`config.mk`:
```
export PLATFORM = sky130hd
export DESIGN_NAME = univ_shift_reg_p
export DESIGN_NICKNAME = d
export VERILOG_FILES = /design/src/rtl/univ_shift_reg_p.sv
export SDC_FILE = /design/constraint.sdc
export NUM_CORES = 1
export LEC_CHECK = 0
export CAP_MARGIN = 20
export CORE_MARGIN = 2
export CORE_UTILIZATION = 50
export DETAILED_ROUTE_END_ITERATION = 10
export HOLD_SLACK_MARGIN = 0.06
export PLACE_DENSITY = 0.82
export SLEW_MARGIN = 20
export SYNTH_ARGS = -nofsm -noshare
export SYNTH_HDL_FRONTEND = slang
export SYNTH_SLANG_ARGS = --single-unit
```
`constraint.sdc`:
```
create_clock -name clk -period 1.9 [get_ports clk]
set_input_delay 0.38 -clock clk [delete_from_list [all_inputs] [get_ports clk]]
set_output_delay 0.38 -clock clk [all_outputs]
set_load 0.005 [all_outputs]
```
`src/rtl/univ_shift_reg_p.sv`:
```
// univ_shift_reg_p: parametrised universal shift register with a burst engine.
//
// Single-step ops run from IDLE when en=1. A start request with a shift or
// rotate mode latches the mode and amt, then repeats that op amt times while
// busy is high. done pulses for one cycle on the first IDLE cycle after a
// burst, or one cycle after a start with amt=0.
//
// Optional feature macro: USR_PARITY_EN adds output par = ^q, registered with q.
//
// Ports:
//   clk     rising-edge clock
//   rst     synchronous active-high reset
//   en      single-step enable (IDLE only)
//   mode    operation select: 000 hold, 001 shl, 010 shr, 011 load,
//           100 rotl, 101 rotr, 110 asr, 111 hold
//   d       parallel load data
//   sin_l   serial in, MSB side
//   sin_r   serial in, LSB side
//   start   burst request (IDLE only)
//   amt     burst repeat count
//   q       register contents
//   sout_l  q[WIDTH-1]
//   sout_r  q[0]
//   busy    high while a burst is in progress
//   done    one-cycle pulse at burst completion
//   par     (USR_PARITY_EN only) XOR-reduction of q

module univ_shift_reg_p #(
    parameter int unsigned WIDTH = 8,
    parameter int unsigned AW    = 4
) (
    input  logic             clk,
    input  logic             rst,
    input  logic             en,
    input  logic [2:0]       mode,
    input  logic [WIDTH-1:0] d,
    input  logic             sin_l,
    input  logic             sin_r,
    input  logic             start,
    input  logic [AW-1:0]    amt,
    output logic [WIDTH-1:0] q,
    output logic             sout_l,
    output logic             sout_r,
    output logic             busy,
    output logic             done
`ifdef USR_PARITY_EN
    ,
    output logic             par
`endif
);

    typedef enum logic [0:0] {StIdle, StRun} state_e;

    state_e           state_q, state_d;
    logic [AW-1:0]    count_q, count_d;
    logic [2:0]       mode_lat_q, mode_lat_d;
    logic [WIDTH-1:0] q_q, q_d;
    logic             done_q, done_d;

    function automatic logic [WIDTH-1:0] apply_op(input logic [2:0]       op,
                                                  input logic [WIDTH-1:0] cur,
                                                  input logic [WIDTH-1:0] ld,
                                                  input logic             sl,
                                                  input logic             sr);
        logic [WIDTH-1:0] r;
        r = cur;
        unique case (op)
            3'b001:  r = {cur[WIDTH-2:0], sr};
            3'b010:  r = {sl, cur[WIDTH-1:1]};
            3'b011:  r = ld;
            3'b100:  r = {cur[WIDTH-2:0], cur[WIDTH-1]};
            3'b101:  r = {cur[0], cur[WIDTH-1:1]};
            3'b110:  r = {cur[WIDTH-1], cur[WIDTH-1:1]};
            default: r = cur;
        endcase
        return r;
    endfunction

    // Only the shift/rotate modes can be repeated; hold/load/reserved fall to en.
    logic burst_mode;
    always_comb begin
        burst_mode = 1'b0;
        unique case (mode)
            3'b001, 3'b010, 3'b100, 3'b101, 3'b110: burst_mode = 1'b1;
            default:                                burst_mode = 1'b0;
        endcase
    end

    always_comb begin
        state_d    = state_q;
        count_d    = count_q;
        mode_lat_d = mode_lat_q;
        q_d        = q_q;
        done_d     = 1'b0;
        unique case (state_q)
            StIdle: begin
                if (start && burst_mode) begin
                    // No op on the accepting cycle; the first op lands in RUN.
                    mode_lat_d = mode;
                    if (amt != '0) begin
                        count_d = amt;
                        state_d = StRun;
                    end else begin
                        done_d = 1'b1;
                    end
                end else if (en) begin
                    q_d = apply_op(mode, q_q, d, sin_l, sin_r);
                end
            end
            StRun: begin
                q_d     = apply_op(mode_lat_q, q_q, d, sin_l, sin_r);
                count_d = count_q - 1'b1;
                if (count_q == AW'(1)) begin
                    state_d = StIdle;
                    done_d  = 1'b1;
                end
            end
            default: state_d = StIdle;
        endcase
    end

    always_ff @(posedge clk) begin
        if (rst) begin
            state_q    <= StIdle;
            count_q    <= '0;
            mode_lat_q <= '0;
            q_q        <= '0;
            done_q     <= 1'b0;
        end else begin
            state_q    <= state_d;
            count_q    <= count_d;
            mode_lat_q <= mode_lat_d;
            q_q        <= q_d;
            done_q     <= done_d;
        end
    end

`ifdef USR_PARITY_EN
    logic par_q;
    always_ff @(posedge clk) begin
        if (rst) begin
            par_q <= 1'b0;
        end else begin
            par_q <= ^q_d;
        end
    end
    assign par = par_q;
`endif

    assign q      = q_q;
    assign sout_l = q_q[WIDTH-1];
    assign sout_r = q_q[0];
    assign busy   = (state_q == StRun);
    assign done   = done_q;

endmodule

```
Word level (Yosys, flattened, before mapping)
Cells that the tools add are included.
{ "totals": {"regBits": 17, "latchBits": 0, "mem_bits_rw": 0, "romBits": 0, "input_bits": 21, "output_inout_bits": 12, "wordCells": 55, "memories": 0} }
{ "classes": {"addsub": 1, "multipliers": 0, "n_div": 0, "order_cmp": 0, "eq_ne": 23, "shifts": 0, "muxes": 17, "n_bitwise": 1, "n_reduce_logical": 7} }
{ "ops": {"columns": ["cell", "count"], "rows": [
  ["$pmux W8 S6", 2],
  ["$eq A3 B3 Y1 const B", 6],
  ["$mux W8", 2],
  ["$pmux W8 S2", 1],
  ["$ne A7 B1 Y1 const B", 2],
  ["$eq A3 B2 Y1 const B", 4],
  ["$ne A2 B2 Y1 const B", 6],
  ["$ne A6 B1 Y1 const B", 2],
  ["$mux W4", 2],
  ["$pmux W4 S2", 1],
  ["$mux W1", 7],
  ["$eq A3 B1 Y1 const B", 2],
  ["$reduce_and A6 Y1", 1],
  ["$reduce_or A5 Y1", 1],
  ["$eq A4 B1 Y1 const B", 1],
  ["$pmux W1 S2", 2],
  ["$reduce_and A2 Y1", 2],
  ["$reduce_and A4 Y1", 1],
  ["$reduce_bool A4 Y1", 1],
  ["$sub A4 B1 Y4 const B", 1],
  ["$logic_and A1 B1 Y1", 1],
  ["$not A1 Y1", 1]
]} }

Depth between registers and ports, before layout
Gate-level depths: netlist of run 1.
{ "logic_depth": {"word_depth": 6, "mapped_depth": 7, "mapped_depth_nobuf": 6} }

Least setup slack after synthesis of run 1
Ideal clock, no wire load.
{ "synth_timing": {"path_type": "input-to-reg", "start": "in mode[2]", "end": "reg q_q[4], in the netlist q[4]", "t_arrival_ns": 1.568, "required_time_ns": 1.813, "slack_ns": 0.245, "path_stages": 7, "path_buffers": 2, "cell_sequence": "buf_4 > o21ba_2 > o2111ai_1 > and2_4 > buf_6 > or4_1 > o31ai_1"} }
{ "synth_via": {"elab_chain_cells": 6} }
{ "synth_lines": {"columns": ["element", "line", "source"], "rows": [
  ["start, declared", "35", "input logic [2:0] mode,"],
  ["$eq A3 B3 Y1 (tied with other cells)", "67, 83", null],
  ["$reduce_or A5 Y1", "83", "unique case (mode)"],
  ["$mux W1", "83", null],
  ["$logic_and A1 B1 Y1", "97", "if (start && burst_mode) begin"],
  ["$ne A2 B2 Y1 (no source line)", null, null],
  ["$reduce_and A4 Y1 (no source line)", null, null],
  ["end signal, assigned", "133", "q_q <= q_d;"],
  ["end, declared", "57", "logic [WIDTH-1:0] q_q, q_d;"]
]} }
Parallel ways exist; a longest one is shown, timed or not. The select of a mux whose other input is x is not followed.
A chain may end at the register's enable or synchronous reset.

Final worst setup path of run 1
{ "layout_timing": {"start": "in start", "end": "reg q_q[4], in the netlist q[4]"} }
{ "layout_via": {"elab_chain_cells": 3} }
{ "layout_lines": {"columns": ["element", "line", "source"], "rows": [
  ["start, declared", "39", "input logic start,"],
  ["$logic_and A1 B1 Y1", "97", null],
  ["$ne A2 B2 Y1 (no source line)", null, null],
  ["$reduce_and A4 Y1 (no source line)", null, null]
]} }
No other way between the ends.

==> run_results.csv, run 1 <==
group,metric,value,unit
yosys,ys_warn_count,0,
final_layout,layout_commonest_cell,"clkdlybuf4s50_1",
placement,dp_hpwl,2949,µm
sta,worst_slew_pin_slew,0.3537,ns
critical_path,regToRegEndpoint,"q[4]$_SDFFE_PP0P_",
detailed_routing,drtPass1Iterations,4,
yosys,synth_nets,197,
run_status,status,"completed",
critical_path,critical_path_arrival,2.02,ns
cts,cts_made_buffers,3,
yosys,synth-xor-area-share,1.252,%
min_path,hold_path_end,"q[3]$_SDFFE_PP0P_",
power,p_leak,0.0007068,µW
final_layout,fin_nets,237,
placement,globalplace.congestion,0.9317,
critical_path,critPathKind,"input pin to flip-flop",
min_path,min-delay-start,"q[3]$_SDFFE_PP0P_",
grt,overflow,0,
sta,fin_crit,1.824,ns
yosys,synth_edf_count,0,
detailed_routing,ant_nets,0,
placement,io_buffers,32,
cts,clk_pin_slew,0.11,ns
detailed_routing,drtIter0Drc,137,
critical_path,rrSetupSlack,0.16,ns
sta,rsz0062_at_grt,"false",
sta,whs,0.5076,ns
floorplan,row_count,19,
cts,htree_levels,1,
floorplan,die_area,3237,µm²
yosys,ys_dominant_reg_cell,"dfxtp_1",
job,maxCapViolations,0,
grt,grt_pass1_vias,1464,
yosys,synth_async_sr_flop_share,0,%
min_path,holdPathStages,2,
grt,grt_usage,25.32,%
placement,placed_area,1808,µm²
final_layout,final_cell_mix,"29 x clkdlybuf4s50_1, 20 x buf_4, 16 x dfxtp_1, 12 x nand2_1, 10 x nor2_1",
yosys,synth_area,1399,µm²
floorplan,core_area,2710,µm²
detailed_routing,dr_total_vias,1552,
final_layout,diodes,0,
yosys,synth-simple-area-share,21.74,%
sta,fin_crit_sh,95.97,%
sta,slew-limit-headroom,75.81,%
yosys,synth-seq-cells,17,
power,power_density,560.0,nW/µm²
floorplan,fp.dieH,56.90,µm
cts,cts_resized,3,
yosys,synth_adder_area_share,1.789,%
cts,post_cts_buffers,0,
critical_path,cp.required,2.10,ns
cts,cts_tree,"yes",
final_layout,post-route-util,67.77,%
floorplan,fp.dieW,56.90,µm
sta,fmax,548.4,MHz
grt,antenna_found_initial,0,
yosys,yosysUniqueCellTypes,48,
cts,numClockSinks,17,
detailed_routing,wire_per_inst,16.44,µm
sta,setup_viol,0,
critical_path,r2r_cells,5,
floorplan,io_pins,33,
sta,slew_viol_final,0,
critical_path,endpoint_kind,"flip-flop",
cts,cts_root_buf,"clkbuf_4",
detailed_routing,wirelength,4012,µm
yosys,synth_compound_area_share,33.90,%
final_layout,final_area,1837,µm²
final_layout,n_fill_cell,245,
cts,hold_buffers,0,
cts,clock_path_buffers,2,
yosys,synth_top_family_by_area,"compound AO/OA/AOI/OAI gates",
final_layout,drive_above_1_share,16.90,%
final_layout,syn_to_final_growth,31.31,%
yosys,synth_cells,174,
critical_path,startpoint_type,"input pin",
yosys,muxShareOfSynthArea,8.229,%
grt,grt_max_degree,18,
sta,clock_skew,0.01262,ns
yosys,syn_avg_cell_area,8.039,µm²
min_path,hold_path.class,"flip-flop to flip-flop",
cts,clock_latency,0.30,ns
critical_path,worstReg2RegStart,"mode_lat_q[0]$_SDFFE_PP0P_",
detailed_routing,vias_per_cell,6.361,
detailed_routing,drc,0,
critical_path,critPathMaxFanout,5,
power,ir_worst_vdd,0.0004769,V
grt,grt_first_pass_wirelength,6561,µm
floorplan,start_util,51.62,%
sta,finalHoldViolations,0,
yosys,yosysSeqAreaShare,24.33,%
==> metrics by stage <==
step	setup TNS, ns	instances	worst slack, ns	total power, µW
2_1_floorplan	0	174	0.2450	674.3
3_3_place_gp	-3.523	240	-0.2737	819.2
3_5_place_dp	-4.209	240	-0.3377	828.8
4_1_cts	0	244	0.08256	1027
5_1_grt	0	244	0.01726	1086
6_report	0	244	0.07648	1029
==> report_power, final <==
group / total (µW) / internal [µW] / switching (µW)
Sequential: 440 / 387 / 53.0
Combinational: 389 / 218 / 171
Clock: 200 / 81.6 / 118
Total: 1030 / 687 / 342
==> sequential cells by signal (all words and copies together), names as in the netlist <==
signal      count
busy            1
done            1
count_q         4
mode_lat_q      3
q               8
==> synthesized netlist by cell type, types with 3 or more instances <==
| cell type | count | share of area, % |
|---|---|---|
| a221oi_1 | 6 | 3.8 |
| or3_1 | 3 | 1.3 |
| mux2i_1 | 7 | 5.0 |
| a222oi_1 | 6 | 4.3 |
| buf_2 | 8 | 2.9 |
| o21ai_0 | 7 | 2.5 |
| nand2_1 | 12 | 3.2 |
| dfxtp_1 | 17 | 24 |
| buf_4 | 5 | 2.7 |
| o22ai_1 | 3 | 1.3 |
| nor3b_1 | 3 | 1.6 |
| a211oi_1 | 8 | 4.3 |
| clkbuf_1 | 3 | 0.80 |
| inv_1 | 6 | 1.6 |
| mux2_2 | 4 | 3.2 |
| a21o_1 | 5 | 2.7 |
| a21oi_1 | 9 | 3.2 |
| o211ai_1 | 4 | 2.1 |
| nor2_1 | 10 | 2.7 |
| nand2b_1 | 8 | 3.6 |
| nor3_1 | 4 | 1.4 |
| or2_2 | 3 | 1.3 |
==> cell families after synthesis <==
logic type                 count (synthesis)
AOI/OAI and AO/OA                         63
xor gates and xnor gates                   2
adders and majority gates                  2
buffers and inverters                     23
DFF                                       17
muxes                                     11
and+or+nand+nor                           56
==> how the worst max path moves through the flow <==
| stage | start | endpoint | slack, ns | depth (start not counted) |
|---|---|---|---|---|
| after floorplan | mode[2] | q[4]$_SDFFE_PP0P_ | 0.25 | 7 |
| after global placement | mode[0] | mode_lat_q[1]$_SDFFE_PP0P_ | -0.27 | 6 |
| after detailed placement | mode[0] | count_q[2]$_SDFFE_PP0P_ | -0.34 | 6 |
| after CTS | mode_lat_q[1]$_SDFFE_PP0P_ | q[4]$_SDFFE_PP0P_ | 0.08 | 6 |
| after global routing | start | q[4]$_SDFFE_PP0P_ | 0.02 | 6 |
| final | start | q[4]$_SDFFE_PP0P_ | 0.08 | 6 |
==> metal layers <==
layer / up-vias / share of wire (%) / track usage (%)
li1: 745 / - / -
met3: 10 / 8.5 / 4.608
met4: 0 / 1.9 / 8.970
met5: - / 0 / 0
met2: 75 / 46 / 43.02
met1: 722 / 44 / 31.70
==> worst max-delay path: stages <==
cell and delay (ns):
clkdlybuf4s50_1 0.44, o21ba_2 0.26, o2111ai_1 0.14, and2_4 0.19, or4_1 0.51, o31ai_1 0.10
==> final cells by class <==
| class | instances | area, µm² | share of cell area (%) |
|---|---|---|---|
| multi-input cells | 134 | 940.9 | 51.23 |
| repair buffers | 52 | 466.7 | 25.41 |
| flip-flops and latches | 17 | 341.6 | 18.60 |
| well taps | 31 | 38.79 | 2.112 |
| clock buffers | 4 | 26.28 | 1.431 |
| inverters | 6 | 22.52 | 1.226 |
Note: power is estimated with default switching activity, not from simulation.
==> run 2, diff against run 1 <==
--- a/config.mk
+++ b/config.mk
@@ -10,7 +10,8 @@
 export CORE_UTILIZATION = 50
 export DETAILED_ROUTE_END_ITERATION = 10
 export HOLD_SLACK_MARGIN = 0.06
-export PLACE_DENSITY = 0.82
+export PLACE_DENSITY = 0.79
+export SETUP_SLACK_MARGIN = 0.5
 export SLEW_MARGIN = 20
 export SYNTH_ARGS = -nofsm -noshare
 export SYNTH_HDL_FRONTEND = slang
==> constraint.sdc (replaced) <==
create_clock -name clk -period 1.91 [get_ports clk]
set_input_delay 0.382 -clock clk [delete_from_list [all_inputs] [get_ports clk]]
set_output_delay 0.382 -clock clk [all_outputs]
set_load 0.005 [all_outputs]
==> run 2 against run 1 <==
  * Count of clock-buffer cells in the layout did not move
  * Global-route usage rose by 7.8 points
  * Register-to-register slack improved by 0.08 ns
  * Via count rose by 15%
  * Sequential power fell by 4.8%
  * Combinational power rose by 39%
==> run_results.csv, run 2 (same netlist as run 1, synthesis figures left out) <==
group,metric,value,unit
power,power.total,1173,µW
cts,cts_root_buf,"clkbuf_4",
sta,fin_crit,1.671,ns
final_layout,drive_above_1_share,43.16,%
power,p_leak,0.0009575,µW
final_layout,largest_register_ffs,8,
placement,dp_hpwl,3173,µm
final_layout,multiInputGateArea,1097,µm²
sta,slew-limit-headroom,76.45,%
sta,fin_tns_setup,0,ns
detailed_routing,wire_per_inst,20.81,µm
power,power_density,529.8,nW/µm²
critical_path,critPathMaxFanout,7,
critical_path,regToRegEndpoint,"q[5]$_SDFFE_PP0P_",
job,maxCapViolations,0,
floorplan,die_area,3237,µm²
run_status,status,"completed",
cts,cts_made_buffers,3,
critical_path,max_stage_delay,0.39,ns
cts,cts_tree,"yes",
final_layout,n_fill_cell,172,
critical_path,cp_slowest_cell,"dfxtp_4",
floorplan,fp.dieW,56.90,µm
sta,rsz0062_at_grt,"true",
critical_path,worst-path-buf-inv,1,
final_layout,diodes,0,
critical_path,r2r_cells,6,
sta,worst_slew_pin_slew,0.3517,ns
final_layout,regArea,380.4,µm²
critical_path,startpoint,"mode_lat_q[0]$_SDFFE_PP0P_",
critical_path,critical_path_arrival,1.88,ns
grt,grt_first_pass_wirelength,8362,µm
critical_path,endpoint_kind,"flip-flop",
final_layout,final_cell_mix,"34 x buf_4, 13 x clkdlybuf4s50_1, 11 x dlygate4sd2_1, 10 x nor2_1, 10 x dfxtp_4",
detailed_routing,ant_nets,0,
grt,grt_usage,33.10,%
placement,placed_area,1856,µm²
detailed_routing,vias_per_cell,6.755,
final_layout,fin_nets,258,
power,ir_worst_vdd,0.0004075,V
floorplan,row_count,19,
grt,antenna_found_initial,0,
sta,clock_skew,0.01911,ns
cts,clock_path_buffers,2,
cts,clock_latency,0.31,ns
cts,clk_pin_slew,0.13,ns
detailed_routing,drc,0,
grt,overflow,0,
detailed_routing,drtPass1Iterations,7,
detailed_routing,dr_total_vias,1790,
final_layout,layout_commonest_cell,"buf_4",
detailed_routing,drtIter0Drc,186,
final_layout,final_area,2213,µm²
min_path,hold_path.class,"input pin to flip-flop",
min_path,hold_path_end,"count_q[0]$_SDFFE_PP0P_",
critical_path,critPathKind,"flip-flop to flip-flop",
placement,io_buffers,32,
sta,fmax,598.4,MHz
sta,slew_viol_final,0,
cts,hold_buffers,0,
grt,grt_pass1_vias,1728,
grt,grt_max_degree,25,
sta,setup_viol,0,
placement,globalplace.congestion,0.8797,
cts,numClockSinks,17,
min_path,holdPathStages,3,
critical_path,startpoint_type,"flip-flop",
floorplan,fp.dieH,56.90,µm
min_path,min-delay-start,"amt[0]",
critical_path,cp.required,2.12,ns
critical_path,rrSetupSlack,0.24,ns
final_layout,syn_to_final_growth,58.23,%
critical_path,worstReg2RegStart,"mode_lat_q[0]$_SDFFE_PP0P_",
sta,finalHoldViolations,0,
floorplan,io_pins,33,
sta,fin_crit_sh,87.49,%
detailed_routing,wirelength,5515,µm
cts,htree_levels,1,
critical_path,crit_chain,"and3b_2 > a21o_1 > buf_4 > a211oi_1 > o21ai_0 > nor3b_1",
floorplan,core_area,2710,µm²
critical_path,crit_family,"compound AO/OA/AOI/OAI gates",
floorplan,start_util,51.62,%
run 2: changes by cell type in the layout (fill, tap and decap cells not counted), sizes merged:
cell           delta
buf              +24
clkdlybuf4s15     +1
clkdlybuf4s50    -16
clkinvlp          +1
dlygate4sd2       +8
dlymetal6s2s      +4
inv               -1
run 2: repair_timing:
| action | 4_1_cts | 5_1_grt |
|---|---|---|
| setup buffers | 19 | 3 |
| setup endpoints to repair | 29 | 21 |
| gates cloned | 1 | 0 |
| resized for setup | 59 | 25 |
| pin swaps | 15 | 10 |
run 2: how the worst max path moves through the flow:
stage	cells after the start	endpoint
2_1_floorplan	7	q[4]$_SDFFE_PP0P_
5_1_grt	6	q[5]$_SDFFE_PP0P_
6_report	6	q[5]$_SDFFE_PP0P_
3_3_place_gp	6	q[4]$_SDFFE_PP0P_
4_1_cts	5	q[4]$_SDFFE_PP0P_
3_5_place_dp	6	count_q[3]$_SDFFE_PP0P_
run 2: final cells by class:
| class | instances | share of cell area (%) |
|---|---|---|
| inverter | 6 | 1.187 |
| clock buffer | 4 | 1.187 |
| sequential | 17 | 17.18 |
| timing repair buffer | 73 | 29.11 |
| tap | 31 | 1.752 |
| multi-input combinational | 134 | 49.58 |
run 2: power breakdown:
group | leakage, µW | total [µW] | internal (µW) | switching, µW
clock | 0.0000150 | 214 | 81.3 | 133
combinational | 0.000795 | 540 | 280 | 259
sequential | 0.000147 | 419 | 384 | 35.4
run 2: worst reg2reg max path, cell delays in order, from the launching register on:
cell      delay, ns
dfxtp_4        0.39
and3b_2        0.23
a21o_1         0.22
buf_4          0.16
a211oi_1       0.27
o21ai_0        0.16
nor3b_1        0.17
run 2: routing by layer:
layer	track usage, %	routed length [µm]	vias to the layer above
met5	0	0	-
met4	14.62	344	0
met3	7.143	509	46
met2	56.32	2632	139
met1	39.47	2030	816
li1	-	-	789
run 2: through the flow:
stage                     std cells  utilization (%)  hold WS, ns  worst slack [ns]
after CTS                       262            78.53       0.4988            0.3103
after global routing            265            81.67       0.5659            0.1861
after detailed placement        238            68.47       0.5091           -0.3040
final                           265            81.67       0.5157            0.2388
after floorplan                 174                -       0.4805            0.3688
after global placement          238            68.47       0.4981           -0.2364
==> run 3, diff against run 2 <==
--- a/config.mk
+++ b/config.mk
@@ -16,3 +16,4 @@
 export SYNTH_ARGS = -nofsm -noshare
 export SYNTH_HDL_FRONTEND = slang
 export SYNTH_SLANG_ARGS = --single-unit
+export TNS_END_PERCENT = 50
==> run 3 against run 2 <==
  * Sequential share of layout area decreased by 0.26 points
  * Combinational power is 2% higher
  * Utilization grew 0.69 points
  * Wire length up 4.3%
  * Cell count grew 0.75%
  * Non-clock buffer count increased by 2
  * Critical path type unchanged
  * Largest cell class unchanged
==> run_results.csv, run 3 (same netlist as run 1, synthesis figures left out) <==
group,metric,value,unit
cts,numClockSinks,17,
cts,cts_made_buffers,3,
cts,clk_pin_slew,0.11,ns
floorplan,fp.dieW,56.90,µm
min_path,min-delay-start,"q[3]$_SDFFE_PP0P_",
final_layout,fin_nets,260,
floorplan,core_area,2710,µm²
power,p_sw,429.3,µW
sta,rsz0062_at_grt,"true",
detailed_routing,wirelength,5752,µm
final_layout,layout_commonest_cell,"buf_4",
grt,grt_max_degree,20,
placement,place_ws,-0.2511,ns
power,p_int,756.3,µW
critical_path,worstReg2RegStart,"busy$_SDFF_PP0_",
detailed_routing,ant_nets,0,
placement,dp_hpwl,3137,µm
grt,antenna_found_initial,0,
critical_path,max_stage_delay,0.39,ns
floorplan,row_count,19,
final_layout,diodes,0,
min_path,hold_path_end,"q[3]$_SDFFE_PP0P_",
detailed_routing,drtIter0Drc,177,
critical_path,endpoint_kind,"flip-flop",
job,maxCapViolations,0,
grt,grt_pass1_vias,1676,
grt,overflow,0,
power,swShare,36.21,%
floorplan,start_util,51.62,%
grt,grt_usage,31.58,%
sta,fin_crit_sh,89.56,%
final_layout,multiInputGateArea,1090,µm²
min_path,hold_path.class,"flip-flop to flip-flop",
critical_path,cp.required,2.12,ns
sta,slew-limit-headroom,71.06,%
sta,clock_skew,0.002914,ns
critical_path,rrSetupSlack,0.20,ns
final_layout,final_area,2232,µm²
cts,hold_buffers,0,
final_layout,largest_register_ffs,8,
detailed_routing,dr_total_vias,1769,
critical_path,critPathMaxFanout,19,
sta,worst_slew_pin_slew,0.4329,ns
power,p_seq_share,35.4,%
floorplan,io_pins,33,
detailed_routing,drtPass1Iterations,7,
critical_path,crit_chain,"buf_6 > buf_12 > or2_2 > a222oi_1 > or3_1 > a21oi_1",
run_status,status,"completed",
sta,slew_viol_final,0,
cts,clock_latency,0.31,ns
sta,final.setup.worst_slack,0.1994,ns
sta,fin_tns_setup,0,ns
min_path,holdPathStages,2,
power,clockPowerShare,18.0,%
final_layout,n_fill_cell,164,
critical_path,critical_path_arrival,1.92,ns
final_layout,regArea,377.9,µm²
sta,whs,0.4928,ns
power,p_leak,0.0009382,µW
placement,io_buffers,32,
critical_path,cp_slowest_cell,"a222oi_1",
cts,cts_tree,"yes",
detailed_routing,wire_per_inst,21.54,µm
final_layout,post-route-util,82.36,%
placement,placed_area,1851,µm²
critical_path,startpoint_type,"flip-flop",
cts,htree_levels,1,
sta,fin_crit,1.711,ns
final_layout,final_cell_mix,"35 x buf_4, 21 x clkdlybuf4s50_1, 10 x nor2_1, 9 x nand2_1, 9 x dfxtp_4",
detailed_routing,vias_per_cell,6.625,
critical_path,critPathKind,"flip-flop to flip-flop",
cts,clock_path_buffers,2,
sta,setup_viol,0,
floorplan,die_area,3237,µm²
power,ir_worst_vdd,0.0004903,V
detailed_routing,drc,0,
final_layout,drive_above_1_share,40.68,%
placement,globalplace.congestion,0.9256,
sta,finalHoldViolations,0,
critical_path,regToRegEndpoint,"q[3]$_SDFFE_PP0P_",
grt,grt_first_pass_wirelength,7983,µm
cts,cts_root_buf,"clkbuf_4",
final_layout,syn_to_final_growth,59.57,%
power,power_density,531.2,nW/µm²
critical_path,r2r_cells,6,
sta,fmax,584.6,MHz
power,p_comb_share,46.6,%
floorplan,fp.dieH,56.90,µm
run 3: worst max-delay path, delay by kind of cell, from the launching register on:
kind | cells | cell delay, ns
AND/OR/NAND/NOR | 2 | 0.49
flip-flops | 1 | 0.37
buffers and inverters | 2 | 0.29
AO/OA/AOI/OAI | 2 | 0.45
run 3: worst max path at each step:
stage | end | from | slack, ns | cells past startpoint
final | q[3]$_SDFFE_PP0P_ | busy$_SDFF_PP0_ | 0.20 | 6
after global routing | q[3]$_SDFFE_PP0P_ | busy$_SDFF_PP0_ | 0.17 | 6
after CTS | q[4]$_SDFFE_PP0P_ | mode_lat_q[1]$_SDFFE_PP0P_ | 0.32 | 5
after detailed placement | q[6]$_SDFFE_PP0P_ | mode[2] | -0.25 | 7
after global placement | q[2]$_SDFFE_PP0P_ | mode[2] | -0.19 | 7
after floorplan | q[4]$_SDFFE_PP0P_ | mode[2] | 0.37 | 7
run 3: layer usage:
metal	share of wire, %	global-route usage [%]	vias up	wire length, µm
li1	-	-	792	-
met1	38	38.22	835	2178
met2	49	54.19	122	2842
met3	8.8	4.378	20	506
met4	3.9	15.28	0	225
met5	0	0	-	0
run 3: through the flow:
stage	std cells	power, µW
6_report	267	1186
5_1_grt	267	1235
4_1_cts	262	1105
3_5_place_dp	240	840.5
3_3_place_gp	240	829.2
2_1_floorplan	174	683.1
run 3: final cells by class:
cell class                      count  area share, %
Inverter                            6          1.009
Multi-Input combinational cell    134          48.82
Clock buffer                        4          1.177
Timing Repair Buffer               75          30.33
Tap cell                           31          1.738
Sequential cell                    17          16.93
run 3: what timing repair did:
| action | 4_1_cts | 5_1_grt |
|---|---|---|
| buffers inserted | 17 | 5 |
| gates cloned | 1 | 0 |
| resized for setup | 48 | 23 |
| endpoints found under the setup margin | 29 | 27 |
| pin swaps | 22 | 9 |
run 3: power by group through the flow:
stage / logic [µW] / clock network, µW / registers, µW
final: 552 / 214 / 420
after global routing: 582 / 230 / 423
after CTS: 476 / 207 / 422
after detailed placement: 395 / 0 / 445
after global placement: 386 / 0 / 443
after floorplan: 261 / 0 / 422
